[config.mk]
export PLATFORM = sky130hd
export DESIGN_NAME = ttt_turn_ctrl_flat
export DESIGN_NICKNAME = d
export VERILOG_FILES = /design/src/rtl/ttt_pkg.sv /design/src/rtl/ttt_turn_ctrl_if.sv /design/src/rtl/ttt_win_detect.sv /design/src/rtl/ttt_turn_ctrl.sv /design/src/flat_wrapper.sv
export SDC_FILE = /design/constraint.sdc
export NUM_CORES = 1
export LEC_CHECK = 0
export CAP_MARGIN = 25
export CORE_ASPECT_RATIO = 1.5
export CORE_MARGIN = 4
export CORE_UTILIZATION = 43
export DETAILED_ROUTE_END_ITERATION = 10
export DONT_BUFFER_PORTS = 1
export MAX_ROUTING_LAYER = met4
export PLACE_DENSITY = 0.61
export SLEW_MARGIN = 0
export SYNTH_ARGS = -nofsm -noshare
export SYNTH_HDL_FRONTEND = slang
export SYNTH_SLANG_ARGS = --single-unit
[constraint.sdc]
create_clock -name clk -period 1.6 [get_ports clk]
set_clock_uncertainty 0.05 [all_clocks]
set_input_delay 0.4 -clock clk [delete_from_list [all_inputs] [get_ports clk]]
set_output_delay 0.4 -clock clk [all_outputs]
set_load 0.02 [all_outputs]
[src/rtl/ttt_pkg.sv]
// Shared definitions for the tic-tac-toe game sequencer: cell codes, players,
// FSM encoding and the eight winning lines of the 3x3 board.
package ttt_pkg;

    typedef logic [1:0] cell_t;

    localparam cell_t BLANK    = 2'b00;
    localparam cell_t MARKER_O = 2'b01;
    localparam cell_t MARKER_X = 2'b10;
    localparam cell_t CELL_P1  = MARKER_O;
    localparam cell_t CELL_P2  = MARKER_X;

    localparam logic PLAYER_1 = 1'b0;
    localparam logic PLAYER_2 = 1'b1;

    localparam int          NUM_SQ    = 9;
    localparam int          NUM_LINES = 8;
    localparam int          BOARD_W   = 2 * NUM_SQ;
    localparam logic [3:0]  MAX_MOVES = 4'd9;

    typedef enum logic [2:0] {
        ST_CLEAR     = 3'd0,
        ST_WAIT_MOVE = 3'd1,
        ST_COMMIT    = 3'd2,
        ST_EVAL      = 3'd3,
        ST_GAME_OVER = 3'd4
    } state_t;

    // Squares are numbered 1..9, row-major from top-left.
    localparam logic [3:0] WIN_LINES [NUM_LINES][3] = '{
        '{4'd1, 4'd2, 4'd3},
        '{4'd4, 4'd5, 4'd6},
        '{4'd7, 4'd8, 4'd9},
        '{4'd1, 4'd4, 4'd7},
        '{4'd2, 4'd5, 4'd8},
        '{4'd3, 4'd6, 4'd9},
        '{4'd1, 4'd5, 4'd9},
        '{4'd3, 4'd5, 4'd7}
    };

    function automatic logic sq_valid(input logic [3:0] sq);
        return (sq >= 4'd1) && (sq <= 4'd9);
    endfunction

    // Out-of-range squares read as blank so callers never slice past the board.
    function automatic cell_t cell_at(input logic [BOARD_W-1:0] board, input logic [3:0] sq);
        cell_t c;
        c = BLANK;
        for (int i = 1; i <= NUM_SQ; i++) begin
            if (sq == 4'(i)) begin
                c = board[2*(i-1) +: 2];
            end
        end
        return c;
    endfunction

endpackage

[src/rtl/ttt_turn_ctrl_if.sv]
// Bundle between the cursor/debounce front end, the board storage and the
// game sequencer; the sequencer sits on the slave side.
interface ttt_turn_ctrl_if;

    logic        press;
    logic        new_game;
    logic [3:0]  cursor;
    logic [17:0] board;

    logic        mark_we;
    logic [3:0]  mark_idx;
    logic [1:0]  mark_val;
    logic        board_clr;
    logic        player_turn;
    logic [3:0]  move_count;
    logic        illegal;
    logic        game_over;
    logic [1:0]  winner;
    logic        draw;

    modport master (
        output press, new_game, cursor, board,
        input  mark_we, mark_idx, mark_val, board_clr, player_turn,
               move_count, illegal, game_over, winner, draw
    );

    modport slave (
        input  press, new_game, cursor, board,
        output mark_we, mark_idx, mark_val, board_clr, player_turn,
               move_count, illegal, game_over, winner, draw
    );

endinterface

[src/rtl/ttt_win_detect.sv]
// Combinational three-in-a-row detector over the packed 18-bit board.
module ttt_win_detect
    import ttt_pkg::*;
(
    input  logic [BOARD_W-1:0] board,
    output logic               win,
    output cell_t              win_code
);

    cell_t ca;
    cell_t cb;
    cell_t cc;

    // Scan from the last line down so the lowest-numbered line wins a tie.
    always_comb begin
        win      = 1'b0;
        win_code = BLANK;
        ca       = BLANK;
        cb       = BLANK;
        cc       = BLANK;
        for (int l = NUM_LINES - 1; l >= 0; l--) begin
            ca = cell_at(board, WIN_LINES[l][0]);
            cb = cell_at(board, WIN_LINES[l][1]);
            cc = cell_at(board, WIN_LINES[l][2]);
            if ((ca != BLANK) && (ca == cb) && (ca == cc)) begin
                win      = 1'b1;
                win_code = ca;
            end
        end
    end

endmodule

[src/rtl/ttt_turn_ctrl.sv]
// Tic-tac-toe game sequencer: validates presses against the board, issues
// one-cycle mark writes, alternates players and detects win/draw.
//
// state        | meaning
// -------------+-----------------------------------------------------------
// ST_CLEAR     | board_clr asserted, per-game registers reloaded
// ST_WAIT_MOVE | waiting for a press; validate cursor against the board
// ST_COMMIT    | mark_we asserted for one cycle, move_count advances
// ST_EVAL      | board now holds the new mark; check win/draw or swap turn
// ST_GAME_OVER | result held; presses ignored until new_game
module ttt_turn_ctrl
    import ttt_pkg::*;
#(
    parameter logic       FIRST_PLAYER = 1'b0,
    parameter logic       ALT_START    = 1'b0,
    parameter logic [1:0] MARK_P1      = 2'b01,
    parameter logic [1:0] MARK_P2      = 2'b10
) (
    input  logic            clk,
    input  logic            clr_n,
    ttt_turn_ctrl_if.slave  bus
);

    state_t      state;
    state_t      state_nxt;

    logic        player_turn_q;
    logic        starter_q;
    logic        fresh_q;
    logic [3:0]  move_count_q;
    cell_t       winner_q;
    logic [3:0]  mark_idx_q;
    cell_t       mark_val_q;
    logic        illegal_q;

    logic        win;
    cell_t       win_code;
    logic        cursor_ok;
    logic        take_move;
    logic        reject;

    ttt_win_detect u_win_detect (
        .board    (bus.board),
        .win      (win),
        .win_code (win_code)
    );

    assign cursor_ok = sq_valid(bus.cursor) && (cell_at(bus.board, bus.cursor) == BLANK);
    assign take_move = (state == ST_WAIT_MOVE) && bus.press && !bus.new_game && cursor_ok;
    assign reject    = (state == ST_WAIT_MOVE) && bus.press && !bus.new_game && !cursor_ok;

    always_ff @(posedge clk or negedge clr_n) begin
        if (!clr_n) begin
            state <= ST_CLEAR;
        end else begin
            state <= state_nxt;
        end
    end

    always_comb begin
        state_nxt = state;
        case (state)
            ST_CLEAR:     state_nxt = ST_WAIT_MOVE;
            ST_WAIT_MOVE: if (take_move) state_nxt = ST_COMMIT;
            ST_COMMIT:    state_nxt = ST_EVAL;
            ST_EVAL: begin
                if (win || (move_count_q == MAX_MOVES)) begin
                    state_nxt = ST_GAME_OVER;
                end else begin
                    state_nxt = ST_WAIT_MOVE;
                end
            end
            ST_GAME_OVER: state_nxt = ST_GAME_OVER;
            default:      state_nxt = ST_CLEAR;
        endcase
        // A pending COMMIT still drives mark_we this cycle; CLEAR then wipes it.
        if (bus.new_game) begin
            state_nxt = ST_CLEAR;
        end
    end

    always_ff @(posedge clk or negedge clr_n) begin
        if (!clr_n) begin
            player_turn_q <= FIRST_PLAYER;
            starter_q     <= FIRST_PLAYER;
            fresh_q       <= 1'b1;
            move_count_q  <= 4'd0;
            winner_q      <= BLANK;
            mark_idx_q    <= 4'd0;
            mark_val_q    <= BLANK;
            illegal_q     <= 1'b0;
        end else begin
            illegal_q <= reject;
            case (state)
                ST_CLEAR: begin
                    fresh_q      <= 1'b0;
                    move_count_q <= 4'd0;
                    winner_q     <= BLANK;
                    // The CLEAR pass right after reset keeps FIRST_PLAYER.
                    if (ALT_START && !fresh_q) begin
                        starter_q     <= ~starter_q;
                        player_turn_q <= ~starter_q;
                    end else begin
                        player_turn_q <= starter_q;
                    end
                end
                ST_WAIT_MOVE: begin
                    if (take_move) begin
                        mark_idx_q <= bus.cursor;
                        mark_val_q <= (player_turn_q == PLAYER_2) ? MARK_P2 : MARK_P1;
                    end
                end
                ST_COMMIT: begin
                    if (move_count_q != MAX_MOVES) begin
                        move_count_q <= move_count_q + 4'd1;
                    end
                end
                ST_EVAL: begin
                    if (!bus.new_game) begin
                        if (win) begin
                            winner_q <= win_code;
                        end else if (move_count_q != MAX_MOVES) begin
                            player_turn_q <= ~player_turn_q;
                        end
                    end
                end
                default: begin
                end
            endcase
        end
    end

    assign bus.mark_we     = (state == ST_COMMIT);
    assign bus.board_clr   = (state == ST_CLEAR);
    assign bus.game_over   = (state == ST_GAME_OVER);
    assign bus.draw        = (state == ST_GAME_OVER) && (winner_q == BLANK);
    assign bus.mark_idx    = mark_idx_q;
    assign bus.mark_val    = mark_val_q;
    assign bus.player_turn = player_turn_q;
    assign bus.move_count  = move_count_q;
    assign bus.illegal     = illegal_q;
    assign bus.winner      = winner_q;

endmodule

[src/flat_wrapper.sv]
// flat-port wrapper written by rule: the top's interface ports become plain ports
module ttt_turn_ctrl_flat import ttt_pkg::*;
#(
    parameter logic       FIRST_PLAYER = 1'b0,
    parameter logic       ALT_START    = 1'b0,
    parameter logic [1:0] MARK_P1      = 2'b01,
    parameter logic [1:0] MARK_P2      = 2'b10
)
  (clk, clr_n, bus_press, bus_new_game, bus_cursor, bus_board, bus_mark_we, bus_mark_idx, bus_mark_val, bus_board_clr, bus_player_turn, bus_move_count, bus_illegal, bus_game_over, bus_winner, bus_draw);
  ttt_turn_ctrl_if bus_i ();
  input  logic clk;
  input  logic clr_n;
  input wire logic [$bits(bus_i.press)-1:0] bus_press;
  input wire logic [$bits(bus_i.new_game)-1:0] bus_new_game;
  input wire logic [$bits(bus_i.cursor)-1:0] bus_cursor;
  input wire logic [$bits(bus_i.board)-1:0] bus_board;
  output wire logic [$bits(bus_i.mark_we)-1:0] bus_mark_we;
  output wire logic [$bits(bus_i.mark_idx)-1:0] bus_mark_idx;
  output wire logic [$bits(bus_i.mark_val)-1:0] bus_mark_val;
  output wire logic [$bits(bus_i.board_clr)-1:0] bus_board_clr;
  output wire logic [$bits(bus_i.player_turn)-1:0] bus_player_turn;
  output wire logic [$bits(bus_i.move_count)-1:0] bus_move_count;
  output wire logic [$bits(bus_i.illegal)-1:0] bus_illegal;
  output wire logic [$bits(bus_i.game_over)-1:0] bus_game_over;
  output wire logic [$bits(bus_i.winner)-1:0] bus_winner;
  output wire logic [$bits(bus_i.draw)-1:0] bus_draw;
  assign bus_i.press = bus_press;
  assign bus_i.new_game = bus_new_game;
  assign bus_i.cursor = bus_cursor;
  assign bus_i.board = bus_board;
  assign bus_mark_we = bus_i.mark_we;
  assign bus_mark_idx = bus_i.mark_idx;
  assign bus_mark_val = bus_i.mark_val;
  assign bus_board_clr = bus_i.board_clr;
  assign bus_player_turn = bus_i.player_turn;
  assign bus_move_count = bus_i.move_count;
  assign bus_illegal = bus_i.illegal;
  assign bus_game_over = bus_i.game_over;
  assign bus_winner = bus_i.winner;
  assign bus_draw = bus_i.draw;
  ttt_turn_ctrl #(.FIRST_PLAYER(FIRST_PLAYER), .ALT_START(ALT_START), .MARK_P1(MARK_P1), .MARK_P2(MARK_P2)) u_core (.clk(clk), .clr_n(clr_n), .bus(bus_i));
endmodule
Yosys cells after proc, flatten, opt, wreduce, memory -nomap -nowiden
Index checks and enable logic that the tools add are counted.

operators by class
  reductions and logical operators = 40
  $add $sub $neg = 1
  bitwise gates (word level) = 1
  eq/ne operators = 37
  magnitude comparators = 2
  multiplexer cells = 39

operators by type and width
  kind                                                                   number
  2-bit 2-to-1 mux                                                       20
  2-bit == test                                                          16
  1-bit logical AND                                                      23
  4-bit by 3-bit == test with 1-bit output, second input constant        4
  3-bit case mux with 5 select lines                                     1
  2-bit nonzero test                                                     7
  4-bit == test, second input constant                                   3
  1-bit 2-to-1 mux                                                       11
  3-bit 2-to-1 mux                                                       3
  4-bit by 2-bit == test with 1-bit output, second input constant        2
  4-bit case mux with 2 select lines                                     1
  3-bit by 2-bit == test with 1-bit output, second input constant        2
  2-bit by 1-bit != test with 1-bit output, second input constant        3
  4-bit by 1-bit adder with 4-bit output, second input constant          1
  4-bit by 1-bit == test with 1-bit output, second input constant        1
  4-bit by 1-bit >= comparator with 1-bit output, second input constant  1
  4-bit <= comparator, second input constant                             1
  2-bit logical NOT                                                      2
  4-bit 2-to-1 mux                                                       1
  2-bit != test, second input constant                                   2
  4-bit != test, second input constant                                   1
  2-bit case mux with 2 select lines                                     1
  2-bit AND reduction                                                    2
  4-bit AND reduction                                                    1
  other kinds (9)                                                        10

storage, ports and cells
  output and inout bits = 18
  bits of input ports = 26
  flip-flop bits (word level) = 17
  word-level logic and storage cells = 127

Depth between registers and ports, before layout
Gate-level depths: netlist (run 1).

  depth in word-level cells = 16
  mapped depth = 9
  depth with buffers taken out = 7

Modules after synthesis
Synthesis (run 1) repeated with hierarchy kept, for this count alone.

unflattened totals
  cells, all modules = 172
  area, all modules = 1,486.4 µm²

by module, submodules not included
  module          area an instance (µm²)  seq. area each (µm²)  times used  cells each
  ttt_turn_ctrl   942.2                   425.4                 1           95
  ttt_win_detect  544.3                   0.0                   1           77

Worst setup path before layout (run 1)
No wires, ideal clock.

  kind = input to register
  start = input bus_board[13]
  end = register u_core.winner_q[0], in the netlist u_core.bus.winner[0]
  setup slack = -0.551 ns
  path buffers = 1
  library setup time = 0.122 ns
  stages = 8
  arrival time = 1.979 ns
  required time = 1.428 ns
  cells stage by stage = buf_2 > or3_1 > a21oi_1 > nand3b_2 > nor4b_2 > and3_1 > a311o_1 > a32o_1

between the ends
  cells in the longest elaborated chain, start to end = 13
  elaborated cells between the ends (all ways) = 30
  those cells by class = eq/ne (5); mux (19); reduce/logical (6)

RTL lines
  what                                RTL line              source
  from (decl)                         flat_wrapper.sv:16    input wire logic [$bits(bus_i.board)-1:0] bus_board;
  2-bit == test                       ttt_win_detect.sv:25  if ((ca != BLANK) && (ca == cb) && (ca == cc)) begin
  1-bit logical AND                   ttt_win_detect.sv:25
  2-bit 2-to-1 mux (8 in series)      ttt_win_detect.sv:25
  2-bit 2-to-1 mux                    ttt_turn_ctrl.sv:120  if (win) begin
  2-bit 2-to-1 mux                    ttt_turn_ctrl.sv:119  if (!bus.new_game) begin
  2-bit case mux with 2 select lines  ttt_turn_ctrl.sv:94   case (state)
  to (signal assigned)                ttt_turn_ctrl.sv:121  winner_q <= win_code;
  to (decl)                           ttt_turn_ctrl.sv:31   cell_t winner_q;

Several ways; a longest one is shown, not always the timed one. The select of a mux whose other input is x is not followed.
A chain may end at the register's enable or synchronous reset.

Worst setup path in the final report (run 1)
  start = register u_core.state[0]
  end = output bus_draw

between the ends
  cells in the longest elaborated chain, start to end = 2

RTL lines
  what                    RTL line              source
  from (decl)             ttt_turn_ctrl.sv:24   state_t state;
  from (signal assigned)  ttt_turn_ctrl.sv:56   state <= state_nxt;
  3-bit == test           ttt_turn_ctrl.sv:136  assign bus.draw = (state == ST_GAME_OVER) && (winner_q == BLANK);
  1-bit logical AND       ttt_turn_ctrl.sv:136
  to (decl)               flat_wrapper.sv:26    output wire logic [$bits(bus_i.draw)-1:0] bus_draw;

Every way passes these cells.

==> results of run 1 <==
[critical path, cell delays in order, from the launching register on]
cell,delay [ps]
dfrtp_1,400
buf_4,170
nor2_2,100
nand2_1,130
nor3_2,130
buf_4,160
[placed cells by master, fill, tap and decap left out, drive strengths merged, types with 2 or more instances in the layout]
| cell type | n |
|---|---|
| a311oi | 2 |
| nor4 | 2 |
| clkbuf | 3 |
| o21ai | 9 |
| inv | 4 |
| or2 | 2 |
| nand2 | 22 |
| nor4bb | 3 |
| o2111ai | 6 |
| nor3 | 10 |
| or3 | 3 |
| nand4b | 2 |
| nand3 | 12 |
| and3 | 6 |
| mux2 | 5 |
| dfrtp | 17 |
| nor2b | 14 |
| a32o | 2 |
| buf | 29 |
| nor2 | 12 |
| nor4b | 3 |
| a22o | 2 |
| a21o | 2 |
| a41oi | 5 |
| nor3b | 2 |
| ha | 2 |
| a31oi | 3 |
| a21oi | 6 |
| nand3b | 2 |
| nand4 | 3 |
[metrics by stage]
| step | total power, mW | utilization | TNS [ps] | hold WS, ps | setup WS [ps] |
|---|---|---|---|---|---|
| after floorplan | 0.864 | - | -3390 | 54.4 | -427 |
| after global routing | 1.33 | 0.574 | -1590 | 148 | -288 |
| after global placement | 0.908 | 0.529 | -3260 | 54.8 | -410 |
| final | 1.25 | 0.574 | -745 | 157 | -178 |
| after CTS | 1.26 | 0.560 | -816 | 152 | -158 |
| after detailed placement | 0.921 | 0.529 | -3400 | 54.8 | -442 |
[cell usage after synthesis (all sizes together) (2+ instances only)]
library cell	count
nand2	22
dfrtp	17
nor2b	14
nand3	12
nor2	12
nor3	10
o21ai	9
a21oi	6
and3	6
o2111ai	6
a41oi	5
clkbuf	5
mux2	5
buf	4
inv	4
a31oi	3
nand4	3
nor4b	3
nor4bb	3
or3	3
a21o	2
a22o	2
a311oi	2
a32o	2
ha	2
nand3b	2
nand4b	2
nor3b	2
nor4	2
or2	2
[final cells by class]
| cell class | instances | area [µm²] | share of cell area |
|---|---|---|---|
| multi-input cells | 151 | 1170 | 0.603 |
| clock buffers | 3 | 41.3 | 0.0212 |
| inverters | 4 | 17.5 | 0.00901 |
| well taps | 42 | 52.6 | 0.0270 |
| clock inverters | 1 | 7.51 | 0.00386 |
| flip-flops and latches | 17 | 425 | 0.219 |
| repair buffers | 30 | 228 | 0.117 |
[metal layers]
layer,up-vias,routed length [µm]
li1,742,-
met1,744,1680
met2,70,2470
met3,15,301
met4,0,165
met5,-,0
[how the worst max path moves through the flow]
stage	endpoint	cells past startpoint
5_1_grt	bus_draw	5
6_report	bus_draw	5
2_1_floorplan	u_core.bus.winner[0]	8
3_3_place_gp	u_core.bus.winner[0]	7
4_1_cts	u_core.bus.player_turn	7
3_5_place_dp	u_core.bus.winner[0]	7
[where the power goes]
| group | switching (mW) | internal, mW | leakage, nW |
|---|---|---|---|
| Sequential | 0.149 | 0.505 | 0.222 |
| Clock | 0.145 | 0.175 | 0.0217 |
| Combinational | 0.134 | 0.146 | 0.576 |
| Total | 0.428 | 0.826 | 0.820 |
[registers in the layout (all words and copies together) (netlist names)]
name and cells:
u_core.bus.mark_idx 4, u_core.bus.move_count 4, u_core.state 3, u_core.bus.mark_val 2
u_core.bus.winner 2, u_core.bus.illegal 1, u_core.bus.player_turn 1
[logic make-up (layout without fill, tap and decap cells)]
group / Yosys count / after routing / synth area share
AND/OR/NAND/NOR: 100 / 100 / 0.378
AO/OA/AOI/OAI: 42 / 42 / 0.229
flip-flops: 17 / 17 / 0.283
buffers and inverters: 13 / 38 / 0.0441
multiplexers: 6 / 6 / 0.0441
adder cells (fa/ha/maj): 2 / 2 / 0.0166
XOR/XNOR: 1 / 1 / 0.00582
[what timing repair did]
| action | CTS | global route |
|---|---|---|
| hold buffers | 1 | 0 |
| pin swaps | 6 | 3 |
| setup buffers | 1 | 1 |
| resized for setup | 8 | 9 |
| endpoints found under the setup margin | 9 | 15 |
| hold endpoints to repair | 17 | 0 |
==> qor.yml, run 1 <==
r2r-start: "u_core.state[0]"
post-place-cells: 241
yosysTopAreaCell: "dfrtp_1"
period_minus_slack_ps: 1780
reg2reg_depth: 5
clk_pin_slew_worst_paths_ps: 70
startpoint: "u_core.state[0]"
setup_violations: 7
violations: "negative setup slack"
worst_pin_slew_ps: 751
io_pins: 44
post_synth.cell_area_avg_um2: 8.32
die_area_um2: 4530
first_pass_iters: 4
seq_area_frac_synth: 0.283
cts_tree: "done"
synth_edf_count: 0
ys_async_sr_fraction: 1.00
clock-sinks: 17
dp_hpwl_um: 3740
hold_violations: 0
finalInstanceArea_um2: 1940
crit_fanout: 6
fmax_mhz: 562
rrSetupSlack_ps: 120
io_buffer_count: 0
met2_usage: 0.406
core_area_um2: 3380
cp.required_ps: 1150
grt-busiest-layer: "met2"
power.leakage_nw: 0.820
grt_pass1_wl_um: 7780
place_area_um2: 1790
track_usage: 0.220
viasPerCell: 6.33
synthCells: 181
synth-seq-cells: 17
die_w_um: 56.3
avgRoutedWirePerCell_um: 18.6
synth_area_leaders: "dfrtp_1 (28%), nor2b_1 (5.8%), nand2_1 (5.5%), nand3_1 (4.0%), mux2_1 (3.7%)"
slew_viol_final: 0
gp_congestion: 0.850
clockBufferDepth: 2
cp.arrival_ps: 1330
r2r-end: "u_core.bus.winner[0]"
hold_end: "u_core.state[2]"
wirelength_um: 4620
core.rowCount: 26
drive_gt1_frac: 0.301
insertion_delay_ps: 250
grt.overflow.total: 0
min_period_over_period: 1.11
fin_cells: 248
ys_warn_count: 1
status: "finished, violations left"
startpoint_type: "register"
min_path_cells: 1
min_from: "bus_new_game"
drt_iter0_markers: 62
cts_buffers: 3
fill_cells: 328
grt_use_met1: 0.216
vias: 1571
ys.flop_type: "dfrtp_1"
p_per_area_nw_per_um2: 645
max_cap_violations: 0
hp-class: "in -> reg"
cts.htree.levels: 1
ir_drop_mv: 0.576
drc: 0
grt_setup_unrepaired: "yes"
fin_ws_ps: -178
die_y_um: 80.5
fin_nets: 235
worstSetupPathType: "reg -> out"
grtUsageMet3: 0.0466
start_util: 0.445
syn-cell-area_um2: 1510
antennaDiodeCount: 0
slew_headroom: 0.498
final_antenna_net_count: 0
critPathCaptureType: "output pin"
root_buffer: "clkbuf_8"
antenna_found_initial: 0
grt_max_degree: 18
synth_top_area_frac: 0.283
synthesis.nets: 209
grt_pass1_vias: 1686
synth.distinct_cells: 50
syn2layout_area_growth_pct: 29.1
Note: power is estimated with default switching activity, not from simulation.
==> run 2, diff against run 1 <==
--- a/config.mk
+++ b/config.mk
@@ -11,6 +11,7 @@
 export CORE_UTILIZATION = 43
 export DETAILED_ROUTE_END_ITERATION = 10
 export DONT_BUFFER_PORTS = 1
+export GPL_ROUTABILITY_DRIVEN = 0
 export MAX_ROUTING_LAYER = met4
 export PLACE_DENSITY = 0.61
 export SLEW_MARGIN = 0
==> run 2 against run 1 <==
Against the previous run: the flow still finishes with violations (negative setup slack); first-iteration DRC count increased by 24%; sequential power about the same; clock-buffer cell count grew 1.
==> qor.yml, run 2 (synthesis gave the netlist of run 1 again) <==
grt_max_degree: 18
io_pins: 44
r2r-end: "u_core.bus.winner[1]"
grt_pass1_wl_um: 7570
fin_ws_ps: -187
cp_slowest_cell: "nor4b_4"
netSwitchingFraction: 0.337
post-place-ws_ps: -452
io_buffer_count: 0
first_pass_iters: 4
finalInstanceArea_um2: 2010
antennaDiodeCount: 0
p_sw_mw: 0.435
rrSetupSlack_ps: 70
worstSetupPathType: "in -> reg"
cp.required_ps: 1700
insertion_delay_ps: 260
cp.arrival_ps: 1880
antenna_found_initial: 0
fmax_mhz: 560
clock-sinks: 17
cts_buffers: 3
min_path_cells: 1
start_util: 0.445
finalPower_mw: 1.29
clkPwrFrac: 0.249
critPathCaptureType: "register"
setup_violations: 7
vias: 1592
crit_fanout: 10
cts_tree: "done"
period_minus_slack_ps: 1790
fin_nets: 240
crit_path_max_incr_delay_ps: 270
worst_pin_slew_ps: 777
internal_power_mw: 0.854
slew_viol_final: 0
root_buffer: "clkbuf_8"
core_area_um2: 3380
ir_drop_mv: 0.595
grt_pass1_vias: 1644
die_w_um: 56.3
reg2reg_depth: 4
place_area_um2: 1790
final_antenna_net_count: 0
max_cap_violations: 0
hp-class: "in -> reg"
slew_headroom: 0.480
grt_setup_unrepaired: "yes"
hold_end: "u_core.state[2]"
status: "finished, violations left"
clockBufferDepth: 2
power.leakage_nw: 0.876
core.rowCount: 26
cts.htree.levels: 1
path_cells: "and3_4, o2111ai_4, nand4_1, nor4b_4, and3_1, and3b_1, a32o_1"
min_from: "bus_new_game"
clk_pin_slew_worst_paths_ps: 60
crit_buf_inv: 0
whs_ps: 149
layout_common_cells: "buf_4 (32), nand2_1 (20), dfrtp_1 (17)"
startpoint_type: "primary input"
drc: 0
grt.overflow.total: 0
violations: "negative setup slack"
die_area_um2: 4530
track_usage: 0.215
final_common_cell: "buf_4"
wirelength_um: 4770
drt_iter0_markers: 77
combPwrFrac: 0.243
drive_gt1_frac: 0.341
min_period_over_period: 1.12
seq_power_share: 0.508
p_per_area_nw_per_um2: 640
avgRoutedWirePerCell_um: 18.8
syn2layout_area_growth_pct: 33.8
viasPerCell: 6.29
crit_family: "simple AND/OR/NAND/NOR gates"
hold_violations: 0
dp_hpwl_um: 3770
die_y_um: 80.5
r2r-start: "u_core.state[1]"
## run 2: changes by cell type in the layout (fill, tap and decap cells not counted), moves of 2 or more
cell / previous run / this run
buf_4: 29 / 32
buf_6: 0 / 2
mux2_1: 5 / 3
mux2_4: 0 / 2
nand2_1: 22 / 20
nand2_2: 0 / 2
nor2_4: 1 / 3
## run 2: power groups by stage
stage,Clock (mW),Sequential (mW),Combinational [mW]
finish,0.321,0.655,0.313
global route,0.341,0.666,0.345
CTS,0.327,0.658,0.289
detailed placement,0,0.666,0.257
global placement,0,0.662,0.244
floorplan,0,0.650,0.214
## run 2: through the flow
step	std cells	setup TNS [ps]	util
final	253	-721	0.595
after global routing	253	-1530	0.595
after detailed placement	241	-3600	0.529
after global placement	241	-3250	0.529
after floorplan	181	-3390	-
after CTS	252	-612	0.571
## run 2: what timing repair did
item                                    4_1_cts  5_1_grt
setup buffers                                 6        1
resized for setup                            13       15
cloned                                        0        0
endpoints found under the setup margin       11       15
hold buffers                                  1        0
endpoints found under the hold margin        17        0
pin swaps                                     7        5
## run 2: final cells by class
class                           instances  area, µm²
Clock buffer                            4       45.0
Fill cell                             304       1370
Inverter                                4       17.5
Multi-Input combinational cell        151       1200
Sequential cell                        17        425
Tap cell                               42       52.6
Timing Repair Buffer                   35        273
## run 2: per-layer routing
layer / global-route usage / wire length, µm
met1: 0.204 / 1660
met2: 0.405 / 2610
met3: 0.0482 / 369
met4: 0.102 / 124
met5: - / 0
## run 2: worst max-delay path by stage
stage | from | end | slack, ps | depth (start not counted)
detailed placement | bus_board[9] | u_core.bus.winner[1] | -450 | 7
global placement | bus_board[9] | u_core.bus.winner[0] | -390 | 7
global route | bus_board[13] | u_core.bus.winner[1] | -310 | 7
CTS | bus_board[9] | u_core.bus.winner[1] | -140 | 7
floorplan | bus_board[9] | u_core.bus.winner[0] | -430 | 8
finish | bus_board[13] | u_core.bus.winner[1] | -190 | 7
==> run 3, diff against run 2 <==
--- a/config.mk
+++ b/config.mk
@@ -14,7 +14,6 @@
 export GPL_ROUTABILITY_DRIVEN = 0
 export MAX_ROUTING_LAYER = met4
 export PLACE_DENSITY = 0.61
-export SLEW_MARGIN = 0
 export SYNTH_ARGS = -nofsm -noshare
 export SYNTH_HDL_FRONTEND = slang
 export SYNTH_SLANG_ARGS = --single-unit
==> results of run 3 <==
Same layout as run 2: the final DEF is identical, and so are final timing and power.
